--- src/rtl/layer_out_serializer.sv ---
// Captures a whole layer of neuron outputs on x_valid and replays them one word per clock,
// neuron 0 first, as the input stream for the next layer.
module layer_out_serializer #(
  parameter int numNeurons = 30,
  parameter int dataWidth  = 16,
  parameter int cntWidth   = $clog2(numNeurons + 1)
) (
  input  logic                            clk,
  input  logic                            rst,
  input  logic [numNeurons*dataWidth-1:0] x_in,
  input  logic                            x_valid,
  output logic [dataWidth-1:0]            data_out,
  output logic                            data_out_valid,
  output logic                            data_out_last,
  output logic                            busy,
  output logic                            overrun
);

  typedef enum logic {IDLE, SHIFT} state_t;

  state_t                          state_q, state_d;
  logic [numNeurons*dataWidth-1:0] buf_q, buf_d;
  logic [cntWidth-1:0]             idx_q, idx_d;
  logic [dataWidth-1:0]            data_d;
  logic                            valid_d, last_d, busy_d, overrun_d;
  logic                            load;

  // A new frame is taken when idle or while the last word of the current frame is showing.
  assign load = x_valid && ((state_q == IDLE) || data_out_last);

  always_comb begin
    state_d   = state_q;
    buf_d     = buf_q;
    idx_d     = idx_q;
    data_d    = '0;
    valid_d   = 1'b0;
    last_d    = 1'b0;
    busy_d    = 1'b0;
    overrun_d = overrun;
    if (load) begin
      // Word 0 goes straight out; the buffer keeps the remaining words, next one in the low slot.
      buf_d   = x_in >> dataWidth;
      data_d  = x_in[dataWidth-1:0];
      valid_d = 1'b1;
      busy_d  = 1'b1;
      idx_d   = cntWidth'(1);
      state_d = SHIFT;
    end else if (state_q == SHIFT && !data_out_last) begin
      buf_d   = buf_q >> dataWidth;
      data_d  = buf_q[dataWidth-1:0];
      valid_d = 1'b1;
      busy_d  = 1'b1;
      last_d  = (idx_q == cntWidth'(numNeurons - 1));
      idx_d   = idx_q + cntWidth'(1);
      if (x_valid) begin
        overrun_d = 1'b1;
      end
    end else if (state_q == SHIFT) begin
      idx_d   = '0;
      state_d = IDLE;
    end
  end

  always_ff @(posedge clk) begin
    if (rst) begin
      state_q        <= IDLE;
      buf_q          <= '0;
      idx_q          <= '0;
      data_out       <= '0;
      data_out_valid <= 1'b0;
      data_out_last  <= 1'b0;
      busy           <= 1'b0;
      overrun        <= 1'b0;
    end else begin
      state_q        <= state_d;
      buf_q          <= buf_d;
      idx_q          <= idx_d;
      data_out       <= data_d;
      data_out_valid <= valid_d;
      data_out_last  <= last_d;
      busy           <= busy_d;
      overrun        <= overrun_d;
    end
  end

endmodule

--- config.mk ---
export PLATFORM = sky130hd
export DESIGN_NAME = layer_out_serializer
export DESIGN_NICKNAME = d
export VERILOG_FILES = /design/src/rtl/layer_out_serializer.sv
export SDC_FILE = /design/constraint.sdc
export NUM_CORES = 1
export LEC_CHECK = 0
export CAP_MARGIN = 0
export CORE_ASPECT_RATIO = 0.6
export CORE_MARGIN = 8
export CORE_UTILIZATION = 50
export CTS_CLUSTER_SIZE = 14
export DETAILED_ROUTE_END_ITERATION = 7
export MAX_ROUTING_LAYER = met4
export PLACE_DENSITY = 0.79
export SETUP_SLACK_MARGIN = 0.02
export SYNTH_ARGS = -nofsm -noshare
export SYNTH_HDL_FRONTEND = slang
export SYNTH_SLANG_ARGS = --single-unit
export TNS_END_PERCENT = 5
--- constraint.sdc ---
create_clock -name clk -period 1.5 [get_ports clk]
set_clock_uncertainty 0.1 [all_clocks]
set_input_delay 0.225 -clock clk [delete_from_list [all_inputs] [get_ports clk]]
set_output_delay 0.225 -clock clk [all_outputs]
set_load 0.01 [all_outputs]
==> metrics.cfg <==
[pwr]
finalPower_mw = 32.5
power_leakage_nw = 12.8
powerDensity_mw_per_mm2 = 1020
peakVddDrop_uv = 756

[setup_path]
crit_path_end_kind = flop
worst_path_largest_cell_delay_ns = 0.32
path_max_fanout = 47
worstPathArrival_ns = 1.88
critPathBufInv = 3
rr_startpoint = data_out_last
cp-start-kind = flop
slowest_stage = dfxtp_2
timing.reg2reg.setup_slack_ns = -0.03
timing.rr.end = buf_q[256]
path_cells = nand2b_4, buf_12, buf_12, buf_16, nor2_1, a211oi_2
crit_start = data_out_last
crit_family = buffers and inverters
path_class = reg2reg
reg2regPathDepth = 6
cpMostUsedCell = buf_12
critPathRequiredTime_ns = 1.85

[hold_path]
min_path_cells = 3
hold_class = in2reg
min_to = data_out[0]
hp-start = x_in[0]

[cts]
clock-root-buffer = clkbuf_16
clk_pin_slew_ns = 0.06
worstSkewPairLatency_ns = 0.54
numCtsBuffers = 46
clockBufferDepth = 3
htreeDepth = 2
cts_tree = yes
numClockSinks = 489

[status]
violations = negative setup slack
outcome = finished with violations

[place]
place_congestion = 0.953
dp_hpwl_mm = 54.2
pre_cts_ws_ns = -0.0695
numPortBuffers = 502

[sta]
slew_viol_final = 0
finalHoldViolations = 0
relSlewSlack_pct = 73.4
tightest_slew_ns = 0.399
setup_viol = 4
timing.final.ws_setup_ns = -0.0262
finalCritPeriodShare_pct = 102
whs_ns = 0.143
rsz0062_at_grt = yes
fmax_ghz = 0.655
post-route-min-period_ns = 1.53

[synthesis]
syn_inst = 2157
syn-cell-area_mm2 = 0.0236
netlist.area_leader.share_pct = 41.5
yosysTopAreaCell = dfxtp_1
ys_seq_area_share_pct = 41.5
synth-edff-count = 0
synth_top_flop_cell = dfxtp_1
ys_top_cells_by_area = dfxtp_1, a211oi_2, mux2i_1
syn_avg_cell_area_um2 = 10.9
syn_nets = 2642
yosysWarnings = 0
ys_ff_latch = 489
synth_cell_types = 23
ys_async_sr_fraction_pct = 0

[drt]
route.detailed.drc = 0
wl_mm = 70.8
first_pass_iters = 5
drt-wirelength-per-cell_um = 21.3
viasPerCell = 5.44
drt_iter0_markers = 968
drtAntennaViolNets = 0
via_count = 18100

[grt]
grt_pass1_vias = 18600
grt_usage_pct = 25.2
antenna_found_initial = 16
grt_overflow_total = 0
grt_pass1_wl_mm = 107
grt_max_degree = 55

[floorplan]
start_util_pct = 50.8
die_h_um = 184
floorplan.die_area_mm2 = 0.0546
fp-row-count = 61
die_w_um = 296
ios = 503
core_area_mm2 = 0.0464

[layout]
nNetsFinal = 3131
area_growth_pct = 34.6
drive_gt1_share_pct = 26.6
fillers = 3455

[run]
drv_cap = 0

[worst max-delay path by stage]
stage,to,cells after the start,slack [ns]
2_1_floorplan,buf_q[432],7,0.05
3_3_place_gp,buf_q[121],5,-0.07
3_5_place_dp,buf_q[256],5,-0.07
4_1_cts,buf_q[256],5,-0.08
5_1_grt,buf_q[256],6,-0.07
6_report,buf_q[256],6,-0.03
[where the power goes]
part           internal [mW]  switching, mW  leakage, nW
sequential              14.1          0.693         4.06
clock                   6.26           4.96        0.690
combinational           3.46           3.00         8.06
total                   23.8           8.66         12.8
[final cells by class]
| type | count | area [um2] | share of cell area, % |
|---|---|---|---|
| clock inverters | 8 | 72.6 | 0.229 |
| inverters | 2 | 7.51 | 0.0237 |
| flip-flops and latches | 489 | 9790 | 30.9 |
| multi-input cells | 1453 | 12500 | 39.4 |
| repair buffers | 654 | 7190 | 22.7 |
| clock buffers | 69 | 1330 | 4.19 |
| well taps | 630 | 788 | 2.49 |
| diodes | 16 | 40.0 | 0.126 |
[placed cells by master (no fill, tap or decap), types with 2 or more instances in the layout]
cell / count
a21oi_1: 18
a211oi_2: 448
buf_2: 5
mux2i_1: 459
o21bai_1: 2
nand4_1: 2
clkdlybuf4s50_1: 480
clkdlybuf4s15_1: 8
dfxtp_2: 4
clkbuf_16: 52
clkbuf_2: 6
nand3_1: 16
mux2i_2: 5
nor2_1: 446
diode_2: 16
dfxtp_1: 485
buf_6: 7
clkinv_2: 5
dlygate4sd3_1: 2
buf_16: 7
buf_8: 2
buf_4: 67
buf_12: 65
nand2_1: 18
clkbuf_8: 7
clkbuf_1: 15
xor2_1: 3
inv_1: 2
ha_1: 2
nor2_2: 26
[synth_stat cells, drive strengths merged, types with 2 or more instances]
library cell	count
a211oi	448
o21bai	2
dfxtp	489
ha	2
buf	161
nand4	2
nor2	473
clkbuf	52
nand2	18
a21oi	18
xor2	3
nand3	17
mux2i	464
nand2b	2
inv	2
[per-layer routing]
metal | routed length, um | share of wire, % | global-route usage (%)
met1 | 30400 | 43 | 31.1
met2 | 36100 | 51 | 43.5
met3 | 2400 | 3.4 | 2.96
met4 | 1860 | 2.6 | 7.25
met5 | 0 | 0 | -
[worst register-to-register path, cell delays in order (launching register included)]
cell,delay [ns]
dfxtp_2,0.32
nand2b_4,0.15
buf_12,0.13
buf_12,0.15
buf_16,0.24
nor2_1,0.14
a211oi_2,0.20
[per-stage QoR]
stage               instance area [um2]  util, %  TNS (ns)  std cells
floorplan                         23600        -         0       2157
global placement                  30000     64.6   -0.0877       3218
detailed placement                30000     64.6     -1.64       3218
CTS                               31500     67.8     -2.33       3297
global route                      31700     68.3     -3.00       3321
finish                            31700     68.3   -0.0534       3321
[state kept, by name, summed over array words and instances, names as in the netlist]
signal / flops
buf_q: 464
busy: 1
data_out: 16
data_out_last: 1
idx_q: 5
overrun: 1
state_q: 1
[kinds of logic (layout without fill, tap and decap cells)]
kind of cell | after synthesis | after routing | synth area share [%]
buf+inv | 215 | 733 | 5.89
fa+ha+maj | 2 | 2 | 0.106
xor+xnor | 3 | 3 | 0.112
flops | 489 | 489 | 41.5
mux | 464 | 464 | 19.7
simple gates | 514 | 514 | 8.34
other cells | 0 | 16 | 0
compound gates | 470 | 470 | 24.3
[what timing repair did]
| item | in CTS | in global routing |
|---|---|---|
| setup buffers | 0 | 3 |
| cloned | 0 | 5 |
| endpoints found under the hold margin | 6 | 0 |
| pin swaps | 10 | 3 |
| setup endpoints to repair | 250 | 380 |
| resized for setup | 89 | 22 |
| hold buffers | 2 | 0 |
Power figures use the tool's default switching activity.
